==> src/rtl/pc_fetch_unit_if.sv <==
// Instruction-memory read bus between pc_fetch_unit (master) and the
// instruction memory (slave): one-outstanding request/ack handshake.
interface pc_fetch_unit_if;
  logic        imem_req_o;
  logic [31:0] imem_addr_o;
  logic        imem_ack_i;
  logic [31:0] imem_rdata_i;

  modport master (
    output imem_req_o,
    output imem_addr_o,
    input  imem_ack_i,
    input  imem_rdata_i
  );

  modport slave (
    input  imem_req_o,
    input  imem_addr_o,
    output imem_ack_i,
    output imem_rdata_i
  );
endinterface

==> src/rtl/pc_fetch_unit.sv <==
// PC register and instruction-fetch front end with a single skid entry.
// Optional feature: define PC_ALIGN_CHECK_EN for misaligned-redirect detection.
module pc_fetch_unit #(
  parameter logic [31:0] RESET_PC = 32'h0040_0030
) (
  input  logic                    clk,
  input  logic                    rst_n,
  input  logic [31:0]             next_pc_i,
  input  logic                    redirect_i,
  input  logic                    stall_i,
  pc_fetch_unit_if.master         imem,
  output logic                    if_valid_o,
  output logic [31:0]             if_pc_o,
  output logic [31:0]             if_instr_o,
  output logic [31:0]             if_pc_plus4_o,
  output logic                    fetch_misalign_o
);

  typedef enum logic [1:0] {BOOT, REQ, HOLD, SQUASH} state_t;

  state_t      state_q, state_d;
  logic [31:0] pc_q, pc_d;
  logic [31:0] addr_q, addr_d;
  logic        req_q, req_d;
  logic        valid_q, valid_d;
  logic [31:0] opc_q, opc_d;
  logic [31:0] oinstr_q, oinstr_d;
  logic [31:0] skpc_q, skpc_d;
  logic [31:0] skinstr_q, skinstr_d;
  logic [31:0] target;
  logic        slot_free;

`ifdef PC_ALIGN_CHECK_EN
  logic mis_q, mis_d;
  assign target = {next_pc_i[31:2], 2'b00};
`else
  assign target = next_pc_i;
`endif

  assign slot_free = !valid_q || !stall_i;

  always_comb begin
    state_d   = state_q;
    pc_d      = pc_q;
    addr_d    = addr_q;
    req_d     = req_q;
    valid_d   = valid_q;
    opc_d     = opc_q;
    oinstr_d  = oinstr_q;
    skpc_d    = skpc_q;
    skinstr_d = skinstr_q;
`ifdef PC_ALIGN_CHECK_EN
    mis_d     = mis_q;
`endif

    // Output register drains when downstream is not stalled; loads below override.
    if (!stall_i) valid_d = 1'b0;

    if (redirect_i) begin
      pc_d      = target;
      valid_d   = 1'b0;
      skpc_d    = '0;
      skinstr_d = '0;
`ifdef PC_ALIGN_CHECK_EN
      if (next_pc_i[1:0] != 2'b00) mis_d = 1'b1;
`endif
      // An unacked request must run to completion on the old address.
      if ((state_q == REQ || state_q == SQUASH) && !imem.imem_ack_i) begin
        state_d = SQUASH;
      end else begin
        state_d = REQ;
        addr_d  = target;
        req_d   = 1'b1;
      end
    end else begin
      unique case (state_q)
        BOOT: begin
          state_d = REQ;
          req_d   = 1'b1;
          addr_d  = pc_q;
        end
        REQ: begin
          if (imem.imem_ack_i) begin
            pc_d   = pc_q + 32'd4;
            addr_d = pc_q + 32'd4;
            if (slot_free) begin
              valid_d  = 1'b1;
              opc_d    = addr_q;
              oinstr_d = imem.imem_rdata_i;
            end else begin
              skpc_d    = addr_q;
              skinstr_d = imem.imem_rdata_i;
              req_d     = 1'b0;
              state_d   = HOLD;
            end
          end
        end
        HOLD: begin
          if (!stall_i) begin
            valid_d  = 1'b1;
            opc_d    = skpc_q;
            oinstr_d = skinstr_q;
            state_d  = REQ;
            req_d    = 1'b1;
            addr_d   = pc_q;
          end
        end
        SQUASH: begin
          if (imem.imem_ack_i) begin
            state_d = REQ;
            req_d   = 1'b1;
            addr_d  = pc_q;
          end
        end
        default: state_d = BOOT;
      endcase
    end
  end

  always_ff @(posedge clk or negedge rst_n) begin
    if (!rst_n) begin
      state_q   <= BOOT;
      pc_q      <= RESET_PC;
      addr_q    <= RESET_PC;
      req_q     <= 1'b0;
      valid_q   <= 1'b0;
      opc_q     <= RESET_PC;
      oinstr_q  <= '0;
      skpc_q    <= '0;
      skinstr_q <= '0;
    end else begin
      state_q   <= state_d;
      pc_q      <= pc_d;
      addr_q    <= addr_d;
      req_q     <= req_d;
      valid_q   <= valid_d;
      opc_q     <= opc_d;
      oinstr_q  <= oinstr_d;
      skpc_q    <= skpc_d;
      skinstr_q <= skinstr_d;
    end
  end

`ifdef PC_ALIGN_CHECK_EN
  always_ff @(posedge clk or negedge rst_n) begin
    if (!rst_n) mis_q <= 1'b0;
    else        mis_q <= mis_d;
  end
  assign fetch_misalign_o = mis_q;
`else
  assign fetch_misalign_o = 1'b0;
`endif

  assign imem.imem_req_o  = req_q;
  assign imem.imem_addr_o = addr_q;
  assign if_valid_o       = valid_q;
  assign if_pc_o          = opc_q;
  assign if_instr_o       = oinstr_q;
  assign if_pc_plus4_o    = opc_q + 32'd4;

endmodule

==> src/flat_wrapper.sv <==
// flat-port wrapper written by rule: the top's interface ports become plain ports
module pc_fetch_unit_flat 
#(
  parameter logic [31:0] RESET_PC = 32'h0040_0030
)
  (clk, rst_n, next_pc_i, redirect_i, stall_i, if_valid_o, if_pc_o, if_instr_o, if_pc_plus4_o, fetch_misalign_o, imem_imem_req_o, imem_imem_addr_o, imem_imem_ack_i, imem_imem_rdata_i);
  pc_fetch_unit_if imem_i ();
  input  logic clk;
  input  logic rst_n;
  input  logic [31:0] next_pc_i;
  input  logic redirect_i;
  input  logic stall_i;
  output logic if_valid_o;
  output logic [31:0] if_pc_o;
  output logic [31:0] if_instr_o;
  output logic [31:0] if_pc_plus4_o;
  output logic fetch_misalign_o;
  output wire logic [$bits(imem_i.imem_req_o)-1:0] imem_imem_req_o;
  output wire logic [$bits(imem_i.imem_addr_o)-1:0] imem_imem_addr_o;
  input wire logic [$bits(imem_i.imem_ack_i)-1:0] imem_imem_ack_i;
  input wire logic [$bits(imem_i.imem_rdata_i)-1:0] imem_imem_rdata_i;
  assign imem_imem_req_o = imem_i.imem_req_o;
  assign imem_imem_addr_o = imem_i.imem_addr_o;
  assign imem_i.imem_ack_i = imem_imem_ack_i;
  assign imem_i.imem_rdata_i = imem_imem_rdata_i;
  pc_fetch_unit #(.RESET_PC(RESET_PC)) u_core (.clk(clk), .rst_n(rst_n), .next_pc_i(next_pc_i), .redirect_i(redirect_i), .stall_i(stall_i), .imem(imem_i), .if_valid_o(if_valid_o), .if_pc_o(if_pc_o), .if_instr_o(if_instr_o), .if_pc_plus4_o(if_pc_plus4_o), .fetch_misalign_o(fetch_misalign_o));
endmodule
==> config.mk <==
export PLATFORM = sky130hd
export DESIGN_NAME = pc_fetch_unit_flat
export DESIGN_NICKNAME = d
export VERILOG_FILES = /design/src/rtl/pc_fetch_unit_if.sv /design/src/rtl/pc_fetch_unit.sv /design/src/flat_wrapper.sv
export SDC_FILE = /design/constraint.sdc
export NUM_CORES = 1
export LEC_CHECK = 0
export BUFFER_PORTS_ARGS = -buffer_cell sky130_fd_sc_hd__buf_2
export CORE_ASPECT_RATIO = 1.25
export CORE_MARGIN = 5
export CORE_UTILIZATION = 55
export CTS_CLUSTER_SIZE = 8
export DETAILED_ROUTE_END_ITERATION = 8
export GPL_TIMING_DRIVEN = 1
export PLACE_DENSITY_LB_ADDON = 0.2
export SYNTH_ARGS = -nofsm -noshare
export SYNTH_HDL_FRONTEND = slang
export SYNTH_SLANG_ARGS = --single-unit
export TNS_END_PERCENT = 20
==> constraint.sdc <==
create_clock -name clk -period 4.2 [get_ports clk]
set_clock_uncertainty 0.2 [all_clocks]
set_input_delay 0.84 -clock clk [delete_from_list [all_inputs] [get_ports clk]]
set_output_delay 0.84 -clock clk [all_outputs]
set_load 0.005 [all_outputs]
Word-level counts from Yosys, hierarchy flattened
Cells that the tools add are included.
{ "word_totals": {"ff_bits": 196, "in_bits": 69, "output_inout_bits": 131, "elab_cells": 84} }
{ "op_classes": {"addsub": 2, "eq_ne": 12, "mux": 44, "bitwise": 1, "n_reduce_logical": 16} }
{ "ops": {"columns": ["operator", "n"], "rows": [
  ["32-bit 2-to-1 mux", 21],
  ["32-bit one-hot mux with 2 select lines", 2],
  ["32-bit one-hot mux with 4 select lines", 1],
  ["32-bit by 3-bit adder with 32-bit output, second input constant", 2],
  ["2-bit 2-to-1 mux", 6],
  ["3-bit != test, second input constant", 4],
  ["1-bit 2-to-1 mux", 11],
  ["5-bit AND reduction", 2],
  ["2-bit != test, second input constant", 4],
  ["2-bit one-hot mux with 4 select lines", 1],
  ["4-bit AND reduction", 2],
  ["2-bit nonzero test", 3],
  ["2-bit equality test, second input constant", 2],
  ["1-bit one-hot mux with 4 select lines", 1],
  ["1-bit logical NOT", 3],
  ["3-bit AND reduction", 1],
  ["2-bit by 1-bit equality test with 1-bit output, second input constant", 1],
  ["2-bit logical NOT", 1],
  ["1-bit logical OR", 2],
  ["2-bit by 1-bit != test with 1-bit output, second input constant", 1],
  ["1-bit one-hot mux with 2 select lines", 1],
  ["2-bit AND reduction", 1],
  ["1-bit logical AND", 1],
  ["1-bit inverter", 1]
]} }

Depth between registers and ports, before layout
{ "logic_depth": {"depth_word": 6, "ltp_mapped": 11, "depth_no_buf": 7} }

Worst setup path before layout
Ideal clock, no wire load.
{ "synth_timing": {"path_type": "flip-flop to output port", "start": "register u_core.opc_q[4], in the netlist u_core.if_pc_o[4]", "end": "output if_pc_plus4_o[24]", "t_arrival_ps": 1878, "required_ps": 3160, "setup_slack_ps": 1282, "path_stages_with_launch": 8, "path_buffers": 2, "path_cell_list": "dfstp_2 buf_4 nand4_2 or4_4 buf_6 nor2_4 and3_4 xor2_2"} }
{ "synth_via": {"elab_chain_cells": 1} }
{ "synth_rtl": {"columns": ["item", "line_no", "source"], "rows": [
  ["from (decl)", "pc_fetch_unit.sv:26", "logic [31:0] opc_q, opc_d;"],
  ["from (signal assigned)", "pc_fetch_unit.sv:137", "opc_q <= opc_d;"],
  ["32-bit by 3-bit adder with 32-bit output", "pc_fetch_unit.sv:159", "assign if_pc_plus4_o = opc_q + 32'd4;"],
  ["to (decl)", "flat_wrapper.sv:16", "output logic [31:0] if_pc_plus4_o;"]
]} }
No other way between the ends.

Worst setup path in the final report
{ "layout_timing": {"start": "register u_core.opc_q[2], in the netlist u_core.if_pc_o[2]", "end": "output if_pc_plus4_o[24]"} }
The elaborated chain is that of the path after synthesis.

==> flow_summary.ini <==
[finish]
sequential_cell_area_um2 = 4916
final-instance-count-excl-fill = 1470
layout-drive-gt1-share = 0.2391
multi_input_area_um2 = 4720
final_net_count = 1303
layout.cell_area.non_filler_um2 = 11760
antennaDiodeCount = 0
area_growth_pct = 17.61
layout.filler_cells = 1517

[synthesis]
mean_syn_cell_area_um2 = 9.343
ys.flop_type = sky130_fd_sc_hd__dfrtp_1
synth-edff-count = 0
ys_warn_count = 0
synth_cell_type_count = 61
post_synth_fa_ha_maj_area_fraction = 0.006258
synth_top_family_by_area = simple AND/OR/NAND/NOR gates
syn-cell-area_um2 = 9997
async_set_or_reset_flop_fraction_in_the_synthesized_netlist = 1.000
synth_xor_xnor_area_share = 0.06646
compound_cell_area_share_of_the_yosys_netlist = 0.1320
synth_fp_nets = 1144
synthMuxAreaShare = 0.08411
netlist_instances = 1070
synth-seq-cells = 196
synth_sequential_area_ratio = 0.4917
synth-simple-area-share = 0.1792

[sta]
fmax_ghz = 0.2812
final.hold.worst_slack_ns = 0.2760
timing.slew.headroom = 0.3714
final_max_slew_viol_count = 0
finalWorstPathRequiredPeriod_ns = 3.556
timing.final.setup_violations = 0
fin_crit_sh = 0.8467
timing.final.hold_violations = 0
totalNegativeSetupSlack_ns = 0
grt_setup_unrepaired = false
layout_setup_ws_ns = 0.6439
tightest_slew_ns = 0.9418

[placement]
place_worst_setup_slack_ns = 1.091
hpwl_mm = 17.47
post_placement_cell_count = 1438
placement.cell_area_um2 = 11120
gpl.final_weighted_congestion = 0.8817
port_buffers = 198

[run]
drv_cap = 0

[floorplanning]
floorplan.die.height_um = 160.7
full_die_area_um2 = 20990
coreArea_um2 = 18030
initial_core_util = 0.5545
floorplan.rows = 55
die_x_um = 130.6
boundaryPins = 200

[grt]
grt_usage = 0.2471
gr-total-overflow = 0
grt_start_max_net_pins = 129
antenna_found_initial = 0
first_global_vias = 8041
grt_first_pass_wirelength_mm = 41.81

[min_path]
worst_hold_check_path_type = flop to flop

[clock_tree]
clk_transition_reported_paths_ns = 0.07
cts-buffers-inserted = 17
postCtsResizedCells = 0
cts-hold-fix-buffers = 0
root_cell_of_the_clock_tree = sky130_fd_sc_hd__clkbuf_16
cts_post_setup_buffers_inserted = 0
number_of_h_tree_levels = 4
cts_buffer_depth = 2
insertion_delay_ns = 0.43
tritoncts_num_sinks = 196
cts_tree = built

[critical_path]
setup.worst_path.end_class = output port
worstPathCellList = ha_1, inv_1, or4_4, nor2_4, and3_4, xor2_2, buf_2
worstSetupStartpointType = flop
cp.arrival_ns = 2.52
cpPeakStageDelay_ns = 0.62
timing.critical_path.slowest_stage_cell = sky130_fd_sc_hd__or4_4
worst-path-max-fanout = 6
cp.required_ns = 3.16
worst-setup-path-type = flop to output port

[detailed_routing]
ant_nets = 0
first_iter_violations = 441
detailed_route_wire_length_mm = 25.59
vias_per_cell = 5.585
firstDrtPassIters = 5
route.detailed.drc = 0
route.vias.total = 8210
wire_per_inst_um = 17.41

[power]
leakage_uw = 0.005087
power_density_nw_per_um2 = 582.6
irDropWorstVdd_uv = 278.8

[outcome]
status = finished clean
-- worst max-delay path, delay by kind of cell (launching register included) --
family                     cells  cell delay (ns)
xor gates and xnor gates       1             0.12
adders and majority gates      1             0.32
DFF                            1             0.44
buffers and inverters          2             0.18
and+or+nand+nor                3             1.04
-- area by class of cell --
class	count	area share
inverters	11	0.003512
multi-input cells	786	0.4014
clock inverters	14	0.01692
clock buffers	18	0.03735
repair buffers	217	0.09844
well taps	228	0.02426
flip-flops and latches	196	0.4181
-- registers in the layout (all words and copies together), names as in the netlist --
signal / flops
u_core.state_q: 2
u_core.imem.imem_req_o: 1
u_core.if_instr_o: 32
u_core.skpc_q: 32
u_core.if_valid_o: 1
u_core.pc_q: 32
u_core.skinstr_q: 32
u_core.imem.imem_addr_o: 32
u_core.if_pc_o: 32
-- synthesized netlist by cell type (all sizes together) (2+ instances only) --
cell | number | area share
nor2 | 40 | 0.016
buf | 30 | 0.018
a211oi | 2 | 0.0015
xnor2 | 44 | 0.039
o21a | 4 | 0.0030
nand2 | 241 | 0.091
nor2b | 2 | 0.0013
inv | 11 | 0.0041
mux2i | 66 | 0.066
o211ai | 2 | 0.0015
xor2 | 31 | 0.028
o31ai | 3 | 0.0023
dfrtp | 187 | 0.47
nand2b | 3 | 0.0019
nand4 | 26 | 0.017
nand3 | 32 | 0.019
nor4 | 5 | 0.0061
mux2 | 16 | 0.018
a21oi | 91 | 0.046
a311oi | 4 | 0.0035
a31oi | 2 | 0.0013
a221oi | 10 | 0.010
and4 | 3 | 0.0028
clkbuf | 47 | 0.018
o21ai | 100 | 0.050
and2 | 5 | 0.0033
or3 | 6 | 0.0038
a22oi | 2 | 0.0015
o221ai | 2 | 0.0018
ha | 5 | 0.0063
o311ai | 4 | 0.0035
o22ai | 4 | 0.0025
and3 | 17 | 0.011
dfstp | 9 | 0.024
nor3 | 5 | 0.0035
-- final timing paths --
| path | slack [ns] | cells past startpoint | startpoint | to |
|---|---|---|---|---|
| worst max-delay path | 0.64 | 7 | u_core.if_pc_o[2]$_DFFE_PN0P_ | if_pc_plus4_o[24] |
| worst min-delay path | 0.28 | 2 | u_core.if_instr_o[13]$_DFFE_PN0P_ | u_core.if_instr_o[13]$_DFFE_PN0P_ |
| worst max register to register | 1.37 | 8 | u_core.state_q[1]$_DFFE_PN0P_ | u_core.imem.imem_addr_o[30]$_DFFE_PN0P_ |
| worst min register to register | 0.28 | 2 | u_core.if_instr_o[13]$_DFFE_PN0P_ | u_core.if_instr_o[13]$_DFFE_PN0P_ |
| max in group asynchronous | 2.56 | 2 | rst_n | u_core.pc_q[21]$_DFFE_PN0N_ |
| min in group asynchronous | 0.29 | 1 | rst_n | u_core.if_instr_o[29]$_DFFE_PN0P_ |
-- logic make-up (layout without fill, tap and decap cells) --
group / count (synthesis) / in the layout
AO/OA/AOI/OAI: 234 / 234
XOR/XNOR: 75 / 75
adder cells (fa/ha/maj): 5 / 5
buffers and inverters: 88 / 260
flip-flops: 196 / 196
multiplexers: 82 / 82
other: 1 / 1
AND/OR/NAND/NOR: 389 / 389
-- where the power goes --
part           internal [uW]  total (uW)  leakage (uW)  switching (uW)
clock                   1020        1770      0.000312             745
sequential              2410        2990       0.00245             580
combinational            955        2100       0.00232            1140
-- metrics by stage --
stage                 util  power (uW)
floorplan                -        4049
global placement    0.6167        5072
detailed placement  0.6167        5128
CTS                 0.6521        6899
global route        0.6521        7293
finish              0.6521        6850
-- metal layers --
layer  up-vias  part of all wire  track usage
met5         -                 0            0
met4         0             0.012      0.05847
met3        25             0.055      0.03826
met2       242              0.50       0.4101
met1      3950              0.44       0.3411
li1       3993                 -            -
-- cells in the final DEF, fill, tap and decap left out, types with 8 or more instances in the layout --
cell type / count
sky130_fd_sc_hd__a21oi_1: 91
sky130_fd_sc_hd__a221oi_1: 8
sky130_fd_sc_hd__and3_1: 15
sky130_fd_sc_hd__buf_2: 196
sky130_fd_sc_hd__buf_4: 19
sky130_fd_sc_hd__clkbuf_16: 17
sky130_fd_sc_hd__dfrtp_1: 187
sky130_fd_sc_hd__dfstp_2: 9
sky130_fd_sc_hd__inv_1: 11
sky130_fd_sc_hd__mux2_2: 16
sky130_fd_sc_hd__mux2i_1: 66
sky130_fd_sc_hd__nand2_1: 240
sky130_fd_sc_hd__nand3_1: 29
sky130_fd_sc_hd__nand4_1: 25
sky130_fd_sc_hd__nor2_1: 38
sky130_fd_sc_hd__o21ai_0: 98
sky130_fd_sc_hd__xnor2_1: 44
sky130_fd_sc_hd__xor2_1: 30
Power figures use the tool's default switching activity.
